==> src/rtl/cpcs_decoder_n.sv <==
// rtl/cpcs_decoder_n.sv - two-stage 8b/10b symbol decoder with running-disparity and error tracking
// Stage 1 captures the raw symbol; stage 2 decodes it against the running disparity and registers the results.
module cpcs_decoder_n #(
  parameter logic RD_INIT   = 1'b0,
  parameter int   ERR_CNT_W = 8
) (
  input  logic                 CLK,
  input  logic                 RST_N,
  input  logic [9:0]           DIN,
  input  logic                 DIN_VAL,
  input  logic                 RD_FORCE_EN,
  input  logic                 RD_FORCE_VAL,
  input  logic                 ERR_CNT_CLR,
  output logic [7:0]           D,
  output logic                 K,
  output logic                 DOUT_VAL,
  output logic                 CODE_ERR,
  output logic                 DISP_ERR,
  output logic                 COMMA,
  output logic                 RD_OUT,
  output logic [ERR_CNT_W-1:0] ERR_CNT
);

  localparam logic [ERR_CNT_W-1:0] CNT_MAX = '1;
  localparam logic [ERR_CNT_W-1:0] CNT_ONE = {{(ERR_CNT_W-1){1'b0}}, 1'b1};

  logic [9:0]           din_q;
  logic                 val1_q;
  logic [7:0]           d_q, d_d;
  logic                 k_q, k_d, dval_q, cerr_q, cerr_d, derr_q, derr_d;
  logic                 comma_q, comma_d, rd_out_q, rd_q, rd_d, sym_rd;
  logic [ERR_CNT_W-1:0] cnt_q, cnt_d;

  logic [5:0] s6;
  logic [3:0] s4, s4x;
  logic [4:0] d5;
  logic [2:0] hgf;
  logic       ok6, ok4, k28, a7, p7, kx7, a7_ok, p7_bad;
  logic       pos6, neg6, pos4, neg4, rd6;

  always_comb begin
    s6  = din_q[9:4];
    s4  = din_q[3:0];
    d5  = 5'd0;
    ok6 = 1'b1;
    k28 = 1'b0;
    case (s6)
      6'b100111, 6'b011000: d5 = 5'd0;
      6'b011101, 6'b100010: d5 = 5'd1;
      6'b101101, 6'b010010: d5 = 5'd2;
      6'b110001:            d5 = 5'd3;
      6'b110101, 6'b001010: d5 = 5'd4;
      6'b101001:            d5 = 5'd5;
      6'b011001:            d5 = 5'd6;
      6'b111000, 6'b000111: d5 = 5'd7;
      6'b111001, 6'b000110: d5 = 5'd8;
      6'b100101:            d5 = 5'd9;
      6'b010101:            d5 = 5'd10;
      6'b110100:            d5 = 5'd11;
      6'b001101:            d5 = 5'd12;
      6'b101100:            d5 = 5'd13;
      6'b011100:            d5 = 5'd14;
      6'b010111, 6'b101000: d5 = 5'd15;
      6'b011011, 6'b100100: d5 = 5'd16;
      6'b100011:            d5 = 5'd17;
      6'b010011:            d5 = 5'd18;
      6'b110010:            d5 = 5'd19;
      6'b001011:            d5 = 5'd20;
      6'b101010:            d5 = 5'd21;
      6'b011010:            d5 = 5'd22;
      6'b111010, 6'b000101: d5 = 5'd23;
      6'b110011, 6'b001100: d5 = 5'd24;
      6'b100110:            d5 = 5'd25;
      6'b010110:            d5 = 5'd26;
      6'b110110, 6'b001001: d5 = 5'd27;
      6'b001110:            d5 = 5'd28;
      6'b101110, 6'b010001: d5 = 5'd29;
      6'b011110, 6'b100001: d5 = 5'd30;
      6'b101011, 6'b010100: d5 = 5'd31;
      6'b001111, 6'b110000: begin d5 = 5'd28; k28 = 1'b1; end
      default:              ok6 = 1'b0;
    endcase

    // K28 after 110000 uses the complement of the balanced 4b codes, so fold it back first.
    s4x = (k28 && s6 == 6'b110000) ? ~s4 : s4;
    hgf = 3'd0;
    ok4 = 1'b1;
    a7  = 1'b0;
    p7  = 1'b0;
    case (s4x)
      4'b1011, 4'b0100: hgf = 3'd0;
      4'b1001:          hgf = 3'd1;
      4'b0101:          hgf = 3'd2;
      4'b1100, 4'b0011: hgf = 3'd3;
      4'b1101, 4'b0010: hgf = 3'd4;
      4'b1010:          hgf = 3'd5;
      4'b0110:          hgf = 3'd6;
      4'b1110, 4'b0001: begin hgf = 3'd7; p7 = 1'b1; end
      4'b0111, 4'b1000: begin hgf = 3'd7; a7 = 1'b1; end
      default:          ok4 = 1'b0;
    endcase

    pos6 = ($countones(s6) == 4);
    neg6 = ($countones(s6) == 2);
    pos4 = ($countones(s4) == 3);
    neg4 = ($countones(s4) == 1);
    rd6    = (pos6 || s6 == 6'b000111) ? 1'b1 : ((neg6 || s6 == 6'b111000) ? 1'b0 : rd_q);
    sym_rd = (pos4 || s4 == 4'b0011)   ? 1'b1 : ((neg4 || s4 == 4'b1100)   ? 1'b0 : rd6);
    derr_d = (rd_q ? (pos6 || s6 == 6'b111000) : (neg6 || s6 == 6'b000111)) ||
             (rd6  ? (pos4 || s4 == 4'b1100)   : (neg4 || s4 == 4'b0011));

    kx7    = d5 inside {5'd23, 5'd27, 5'd29, 5'd30};
    p7_bad = k28 || (!rd6 && (d5 inside {5'd17, 5'd18, 5'd20})) ||
             (rd6 && (d5 inside {5'd11, 5'd13, 5'd14}));
    a7_ok  = k28 || kx7 || p7_bad;
    cerr_d = !ok6 || !ok4 || (a7 && !a7_ok) || (p7 && p7_bad && !kx7);
    k_d    = !cerr_d && (k28 || (a7 && kx7));
    d_d    = cerr_d ? 8'h00 : {hgf, d5};
    comma_d = ({s6, s4[3]} == 7'b0011111) || ({s6, s4[3]} == 7'b1100000);

    // A force on the same edge as a stage-2 symbol wins over that symbol's update.
    rd_d = RD_FORCE_EN ? RD_FORCE_VAL : (val1_q ? sym_rd : rd_q);
    cnt_d = cnt_q;
    if (ERR_CNT_CLR) cnt_d = '0;
    else if (dval_q && (cerr_q || derr_q) && cnt_q != CNT_MAX) cnt_d = cnt_q + CNT_ONE;
  end

  always_ff @(posedge CLK) begin
    if (!RST_N) begin
      din_q    <= 10'd0;
      val1_q   <= 1'b0;
      dval_q   <= 1'b0;
      d_q      <= 8'h00;
      k_q      <= 1'b0;
      cerr_q   <= 1'b0;
      derr_q   <= 1'b0;
      comma_q  <= 1'b0;
      rd_q     <= RD_INIT;
      rd_out_q <= RD_INIT;
      cnt_q    <= '0;
    end else begin
      din_q  <= DIN;
      val1_q <= DIN_VAL;
      dval_q <= val1_q;
      rd_q   <= rd_d;
      cnt_q  <= cnt_d;
      if (val1_q) begin
        d_q      <= d_d;
        k_q      <= k_d;
        cerr_q   <= cerr_d;
        derr_q   <= derr_d;
        comma_q  <= comma_d;
        rd_out_q <= sym_rd;
      end
    end
  end

  assign D        = d_q;
  assign K        = k_q;
  assign DOUT_VAL = dval_q;
  assign CODE_ERR = cerr_q;
  assign DISP_ERR = derr_q;
  assign COMMA    = comma_q;
  assign RD_OUT   = rd_out_q;
  assign ERR_CNT  = cnt_q;

endmodule
==> config.mk <==
export PLATFORM = sky130hd
export DESIGN_NAME = cpcs_decoder_n
export DESIGN_NICKNAME = d
export VERILOG_FILES = /design/src/rtl/cpcs_decoder_n.sv
export SDC_FILE = /design/constraint.sdc
export NUM_CORES = 1
export LEC_CHECK = 0
export CORE_MARGIN = 5
export CORE_UTILIZATION = 50
export CTS_CLUSTER_DIAMETER = 200
export CTS_CLUSTER_SIZE = 10
export DETAILED_ROUTE_END_ITERATION = 6
export PLACE_DENSITY = 0.85
export RECOVER_POWER = 100
export SETUP_SLACK_MARGIN = 0.5
export SLEW_MARGIN = 20
export SYNTH_ARGS = -nofsm -noshare
export SYNTH_HDL_FRONTEND = slang
export SYNTH_SLANG_ARGS = --single-unit
==> constraint.sdc <==
create_clock -name CLK -period 3.9 [get_ports CLK]
set_clock_uncertainty 0.1 [all_clocks]
set_input_delay 1.17 -clock CLK [delete_from_list [all_inputs] [get_ports CLK]]
set_output_delay 1.17 -clock CLK [all_outputs]
set_load 0.005 [all_outputs]
* Word-level counts from Yosys, hierarchy flattened *
Index checks and enable logic that the tools add are counted.

word-level totals
  bits of input ports = 16
  bits in registers = 34
  output and inout bits = 22
  word-level logic and storage cells = 182

operators by class
  eq/ne operators = 81
  reductions and logical operators = 62
  bitwise gates (word level) = 2
  mux-type cells = 17
  add/sub/neg operators = 9

operator list
  kind                                                                     count
  5-bit one-hot mux with 31 select lines                                   1
  6-bit equality test (second input constant)                              24
  6-bit by 5-bit equality test with 1-bit output (second input constant)   14
  48-bit OR reduction                                                      1
  6-bit by 4-bit equality test with 1-bit output (second input constant)   7
  2-bit OR reduction                                                       19
  5-bit equality test (second input constant)                              7
  32-bit by 3-bit equality test with 1-bit output (second input constant)  1
  32-bit by 4-bit equality test with 1-bit output (second input constant)  1
  4-bit equality test (second input constant)                              8
  3-bit one-hot mux with 7 select lines                                    1
  1-bit logical OR                                                         19
  6-bit by 3-bit equality test with 1-bit output (second input constant)   3
  4-bit by 2-bit equality test with 1-bit output (second input constant)   4
  4-bit by 3-bit equality test with 1-bit output (second input constant)   4
  5-bit by 4-bit equality test with 1-bit output (second input constant)   3
  14-bit OR reduction                                                      1
  1-bit 2-to-1 mux                                                         13
  1-bit by 1-bit adder with 2-bit output                                   5
  1-bit logical AND                                                        10
  8-bit by 1-bit adder with 8-bit output (second input constant)           1
  8-bit 2-to-1 mux                                                         1
  8-bit != test (second input constant)                                    1
  7-bit by 5-bit equality test with 1-bit output (second input constant)   1
  14 further kinds                                                         21

* Logic depth before layout (Yosys ltp) *
Gate-level depths: netlist of run 1.

  depth in word-level cells = 18
  gate-level depth with buffers = 17

* Worst setup path before layout of run 1 *
No wires, ideal clock.

  path kind = flip-flop to flip-flop
  start point = reg din_q[7]
  end point = reg d_q[5] (netlist: D[5])
  data required time = 3.740 ns
  arrival = 4.001 ns
  slack = -0.262 ns
  path buffers = 1
  cell stages (with the launch flop) = 18
  library setup time = 0.060 ns
  cells stage by stage = dfxtp_1 > buf_4 > inv_1 > fa_1 > fa_1 > inv_1 > ha_1 > inv_1 > fa_1 > o21a_1 > o21ai_0 > a22o_1 > and2_1 > nor4bb_1 > o21a_1 > or3_4 > a311oi_4 > a22o_1

between the ends
  cells in the longest elaborated chain, start to end = 17
  elaborated cells between the ends (all ways) = 133
  those cells by class = add/sub (3); eq/ne (74); mux (11); reduce/logical (45)

RTL lines
  element                                                       line      source
  start, declared                                               27        logic [9:0] din_q;
  start signal, assigned                                        130       din_q <= 10'd0;
  start signal, assigned                                        142       din_q <= DIN;
  1-bit by 1-bit adder with 2-bit output (implied by the code)  103, 104
  2-bit by 2-bit adder with 3-bit output (implied by the code)  103, 104
  3-bit by 2-bit adder with 4-bit output (implied by the code)  103, 104
  4-bit by 2-bit equality test with 1-bit output                104       neg6 = ($countones(s6) == 2);
  1-bit logical OR                                              107       rd6 = (pos6 || s6 == 6'b000111) ? 1'b1 : ((neg6 || s6 == 6'b111000) ? 1'b0 : rd_q);
  1-bit 2-to-1 mux (2 in series)                                107
  1-bit zero test                                               113       p7_bad = k28 || (!rd6 && (d5 inside {5'd17, 5'd18, 5'd20})) ||
  1-bit logical AND                                             113
  1-bit logical OR (2 in series)                                113
  1-bit logical OR                                              115       a7_ok = k28 || kx7 || p7_bad;
  1-bit zero test                                               116       cerr_d = !ok6 || !ok4 || (a7 && !a7_ok) || (p7 && p7_bad && !kx7);
  1-bit logical AND                                             116
  1-bit logical OR (2 in series)                                116
  8-bit 2-to-1 mux (*)                                          118       d_d = cerr_d ? 8'h00 : {hgf, d5};
  end signal, assigned                                          133       d_q <= 8'h00;
  end signal, assigned                                          148       d_q <= d_d;
  end, declared                                                 29        logic [7:0] d_q, d_d;

Mark *: on every way between the ends. The rest lies on a longest branch, timed or not.
A chain may end at the register's enable or synchronous reset.

* Worst setup path in the final report of run 1 *
  start point = reg din_q[4]
  end point = reg d_q[1] (netlist: D[1])

Same word-level chain as after synthesis.

==> out/metrics.yaml, run 1 <==
run_status:
  status: "complete, but fails checks"
  violations: "setup timing"
place:
  place.gp.congestion: 0.964
  numPortBuffers: 37
  place_hpwl_um: 5030
  placedCellCount: 426
yosys:
  synth_area_leaders: "dfxtp_1, ha_1, a22o_1"
  yosysTopAreaCell: "dfxtp_1"
  ys_warn_count: 0
  yosysUniqueCellTypes: 70
  yosysMostFrequentCell: "dfxtp_1"
  synth_flop_cell: "dfxtp_1"
  synth_area_per_cell_um2: 8.25
  netlist_area_um2: 2700
  synth-edff-count: 0
  ys_seq_elements: 34
  synth_seq_area_share_pct: 25.2
  synth_top_area_share_pct: 25.2
  ys_async_sr_fraction_pct: 0
  synth_fp_nets: 357
  syn_inst: 327
  yosys-top-cells-count: "dfxtp_1, nand2_1, nor2_1, o21ai_0, a21oi_1"
final_layout:
  multi_input_area_um2: 1870
  num-fill-cells: 432
  antenna_cells: 0
  nets: 397
  syn_to_final_growth_pct: 22.6
  fin_util_pct: 63.9
  stdcell_count: 438
  drive_above_1_share_pct: 15.2
  final-seq-area_um2: 684
sta:
  worst_slew_pin_slew_ns: 0.610
  min_period_over_period_pct: 105
  setup_viol: 10
  fin_crit_ns: 4.09
  tns_ns: -1.67
  fmax_mhz: 244
  rsz0062_at_grt: "true"
  final-hold-violation-count: 0
  setup_ws_ns: -0.192
  final_max_slew_viol_count: 0
  relSlewSlack_pct: 59.0
routing:
  dr.pass1.iters: 5
  num_vias: 2599
  viasPerCell: 5.93
  routed_wl_um: 6790
  wl_per_cell_um: 15.5
  drtIter0Drc: 268
  ant_nets: 0
  drc: 0
clock_network:
  cts_buffer_depth: 2
  cts_tree: "yes"
  cts-root-buf: "clkbuf_8"
  ctsHoldBuffers: 0
  cts.htree.levels: 2
  path_clk_slew_ns: 0.07
  clock-sinks: 34
  clkLatencyLatePin_ns: 0.29
  cts_inserted_buffers: 5
power_and_ir_drop:
  vdd.ir_drop.worst_v: 0.000220
  leakage_nw: 1.31
  finalPower_w: 0.000889
  power_density_nw_per_um2: 269
setup_path:
  endpoint_kind: "register"
  r2r-start: "din_q[4]"
  cp.arrival_ns: 4.23
  reg2reg_slack_ns: -0.19
  path_max_fanout: 4
  cp_slowest_cell: "fa_1"
  slowest_delay_ns: 0.55
  start_kind: "register"
  critPathLaunch: "din_q[4]"
  worstPathRequired_ns: 4.04
  worstSetupPathType: "reg -> reg"
  path_cells: "inv_2 -> fa_1 -> fa_1 -> inv_1 -> ha_2 -> inv_2 -> fa_1 -> o21a_1 -> o21ai_1 -> a22o_1 -> and2_4 -> nor4bb_2 -> o21a_1 -> or3_4 -> a311oi_4 -> buf_4 -> a22o_1"
  crit_top_cell: "fa_1"
die:
  dieArea_um2: 6960
  initial_utilization_pct: 52.1
  die_height_um: 83.4
  dieWidth_um: 83.4
  ios: 38
  coreArea_um2: 5170
  rows: 26
grt:
  grt_first_pass_wirelength_um: 11700
  grt_max_degree: 29
  grtUsageTotal_pct: 19.9
  grt_pass1_vias: 2486
  grt_overflow: 0
  antenna_found_initial: 0
worst_hold_path:
  min-delay-start: "D[2]"
  hold_class: "reg -> reg"
run:
  maxCapViolations: 0
-- per-layer routing --
layer | wire length [um] | vias up | GRT usage [%]
met1 | 3070 | 1227 | 25.6
li1 | - | 1271 | -
met2 | 3210 | 89 | 33.3
met4 | 119 | 0 | 6.43
met5 | 0 | - | 0
met3 | 387 | 12 | 4.26
-- report_power, final --
group	switching, W	total, W	internal [W]
registers	0.0000160	0.000376	0.000360
clock network	0.000129	0.000271	0.000142
logic	0.000129	0.000242	0.000113
-- what timing repair did --
item                       4_1_cts  5_1_grt
resized for setup                6        7
pin swaps                        5        7
setup buffers                    2        2
setup endpoints to repair       13       13
gates cloned                     0        0
hold endpoints to repair         0        0
-- final timing paths --
kind,to,depth (start not counted)
setup / recovery,D[1],17
hold / removal,D[2],1
setup reg to reg,D[1],17
hold reg to reg,D[2],1
-- state kept, by name, indices dropped and copies added (netlist names) --
| signal | cells |
|---|---|
| din_q | 10 |
| D | 8 |
| ERR_CNT | 8 |
| CODE_ERR | 1 |
| COMMA | 1 |
| DISP_ERR | 1 |
| DOUT_VAL | 1 |
| K | 1 |
| RD_OUT | 1 |
| rd_q | 1 |
| val1_q | 1 |
-- cells in the final DEF, fill, tap and decap left out, types with 6 or more instances in the layout --
cell,count
a21oi_1,15
a22o_1,12
and2_0,6
and2_1,8
buf_4,16
clkbuf_8,6
clkdlybuf4s50_1,14
dfxtp_1,31
dlygate4sd3_1,23
ha_1,9
inv_1,11
nand2_1,27
nand2b_1,11
nand3_1,6
nand4_1,8
nor2_1,19
nor2b_1,7
nor3_1,11
o21ai_0,17
xor2_1,6
-- layout make-up --
type,count,share of cell area [%]
Clock buffer,6,2.50
Clock inverter,2,0.378
Inverter,15,1.85
Multi-Input combinational cell,256,56.4
Sequential cell,34,20.7
Tap cell,70,2.65
Timing Repair Buffer,55,15.5
-- critical path: cells and delay by family (launching register included) --
kind	cells	cell delay (ns)
and+or+nand+nor	3	0.62
DFF	1	0.34
adders and majority gates	4	1.59
buffers and inverters	4	0.34
AOI/OAI and AO/OA	6	1.06
-- cell families after synthesis --
family / synth area share (%)
AO/OA/AOI/OAI: 25.6
buffers and inverters: 6.87
XOR/XNOR: 2.92
flip-flops: 25.2
AND/OR/NAND/NOR: 29.7
adder cells (fa/ha/maj): 7.61
multiplexers: 2.13
-- through the flow --
step	setup slack [ns]	hold slack, ns	instance area [um^2]
floorplan	-0.101	0.375	2710
finish	-0.192	0.375	3310
global placement	-0.0303	0.367	3140
global route	-0.359	0.391	3310
detailed placement	-0.196	0.374	3140
CTS	-0.181	0.391	3270
(Power assumes the default switching activity.)
==> run 2: changes to the inputs <==
- MAX_ROUTING_LAYER: unset -> met4
==> out/metrics.yaml, run 2 (synthesized netlist as in run 1, its figures left out) <==
run_status:
  status: "complete, but fails checks"  # unchanged
  violations: "setup timing"  # unchanged
grt:
  grt_max_degree: 29  # unchanged
  grt_overflow: 0  # unchanged
  grtUsageTotal_pct: 20.5  # was 19.9%
  grt_pass1_vias: 2437  # was 2486
  antenna_found_initial: 0  # unchanged
  grt_first_pass_wirelength_um: 11700  # about the same
routing:
  drtIter0Drc: 241  # was 268
  drc: 0  # unchanged
  ant_nets: 0  # unchanged
  routed_wl_um: 7050  # was 6790 um
  dr.pass1.iters: 5  # unchanged
  viasPerCell: 5.87  # was 5.93
  num_vias: 2573  # was 2599
  wl_per_cell_um: 16.1  # was 15.5 um
die:
  dieArea_um2: 6960  # unchanged
  rows: 26  # unchanged
  dieWidth_um: 83.4  # unchanged
  coreArea_um2: 5170  # unchanged
  ios: 38  # unchanged
  initial_utilization_pct: 52.1  # unchanged
  die_height_um: 83.4  # unchanged
sta:
  setup_viol: 11  # was 10
  relSlewSlack_pct: 57.4  # was 59.0%
  final_max_slew_viol_count: 0  # unchanged
  setup_ws_ns: -0.194  # was -0.192 ns
  fin_crit_ns: 4.09  # about the same
  tns_ns: -1.65  # was -1.67 ns
  min_period_over_period_pct: 105  # about the same
  rsz0062_at_grt: "true"  # unchanged
  worst_slew_pin_slew_ns: 0.633  # was 0.610 ns
  final-hold-violation-count: 0  # unchanged
  fmax_mhz: 244  # about the same
setup_path:
  start_kind: "register"  # unchanged
  worstPathRequired_ns: 4.03  # was 4.04 ns
  r2r_cells: 17  # unchanged
  path_max_fanout: 5  # was 4
  worstSetupPathType: "reg -> reg"  # unchanged
  endpoint_kind: "register"  # unchanged
  cp.arrival_ns: 4.23  # about the same
power_and_ir_drop:
  leakage_nw: 1.31  # about the same
  power_density_nw_per_um2: 265  # was 269 nW/um^2
  vdd.ir_drop.worst_v: 0.000274  # was 0.000220 V
place:
  numPortBuffers: 37  # unchanged
  place_hpwl_um: 5130  # was 5030 um
  place.gp.congestion: 0.961  # was 0.964
  dp_slack_ns: -0.196  # about the same
final_layout:
  antenna_cells: 0  # unchanged
  syn_to_final_growth_pct: 22.7  # was 22.6%
  largest_reg_flops: 10  # unchanged
  final-seq-area_um2: 683  # was 684 um^2
  regMostFlops: "din_q"  # unchanged
  nets: 398  # was 397
  mostFrequentLayoutCell: "dfxtp_1"  # unchanged
  layout_common_cells: "dfxtp_1, nand2_1, dlygate4sd3_1"  # unchanged
  drive_above_1_share_pct: 15.2  # unchanged
  multi_input_area_um2: 1880  # was 1870 um^2
  num-fill-cells: 432  # unchanged
clock_network:
  cts_tree: "yes"  # unchanged
  path_clk_slew_ns: 0.06  # was 0.07 ns
  cts-root-buf: "clkbuf_8"  # unchanged
  cts_buffer_depth: 2  # unchanged
  clock-sinks: 34  # unchanged
  cts_inserted_buffers: 5  # unchanged
  clkLatencyLatePin_ns: 0.29  # about the same
  cts.htree.levels: 2  # unchanged
worst_hold_path:
  holdPathStages: 1  # unchanged
  hold_class: "reg -> reg"  # unchanged
run:
  maxCapViolations: 0  # unchanged
[run 2: final timing paths]
check | from | end | slack (ns)
max reg2reg | din_q[4] | D[7] | -0.19
min | D[4] | D[4] | 0.37
min reg2reg | D[4] | D[4] | 0.37
max | din_q[4] | D[7] | -0.19
[run 2: repair_timing]
item / CTS / global route
hold buffers: 0 / 0
setup endpoints to repair: 13 / 13
resized for setup: 9 / 3
pin swaps: 10 / 2
cloned: 0 / 0
buffers inserted: 2 / 2
[run 2: critical path, cell delays in order (launching register included)]
cell      delay (ns)
dfxtp_2         0.34
inv_2           0.04
fa_1            0.55
fa_1            0.41
inv_1           0.07
ha_2            0.17
inv_2           0.03
fa_1            0.46
o21a_1          0.20
o21ai_1         0.08
a22o_1          0.20
and2_4          0.18
nor4bb_2        0.05
o21a_1          0.19
or3_4           0.40
a311oi_4        0.27
buf_4           0.18
a22o_1          0.12
[run 2: power breakdown]
group	total (W)	leakage (nW)	internal [W]	switching (W)
Clock	0.000247	0.0373	0.000122	0.000125
Combinational	0.000255	0.991	0.000120	0.000135
Sequential	0.000376	0.279	0.000360	0.0000161
Total	0.000878	1.31	0.000602	0.000275
[run 2: through the flow]
| stage | utilization, % | power, W | hold slack [ns] | instance area (um^2) | instances |
|---|---|---|---|---|---|
| 3_5_place_dp | 60.9 | 0.000614 | 0.370 | 3150 | 427 |
| 5_1_grt | 64.0 | 0.000924 | 0.403 | 3310 | 438 |
| 6_report | 64.0 | 0.000878 | 0.374 | 3310 | 438 |
| 2_1_floorplan | - | 0.000541 | 0.375 | 2710 | 327 |
| 3_3_place_gp | 60.9 | 0.000606 | 0.368 | 3150 | 427 |
| 4_1_cts | 63.5 | 0.000872 | 0.386 | 3280 | 436 |
[run 2: layout make-up]
cell class	instances	share of cell area (%)
inverter	15	1.85
multi-input combinational	256	56.7
sequential	34	20.6
clock buffer	6	2.19
tap	70	2.65
clock inverter	1	0.227
timing repair buffer	56	15.7
[run 2: layer usage]
layer,up-vias,global-route usage (%),part of all wire [%]
met5,-,-,0
met4,0,5.41,1.5
met3,12,3.96,5.6
met2,78,34.3,50
met1,1199,25.3,43
li1,1284,-,-
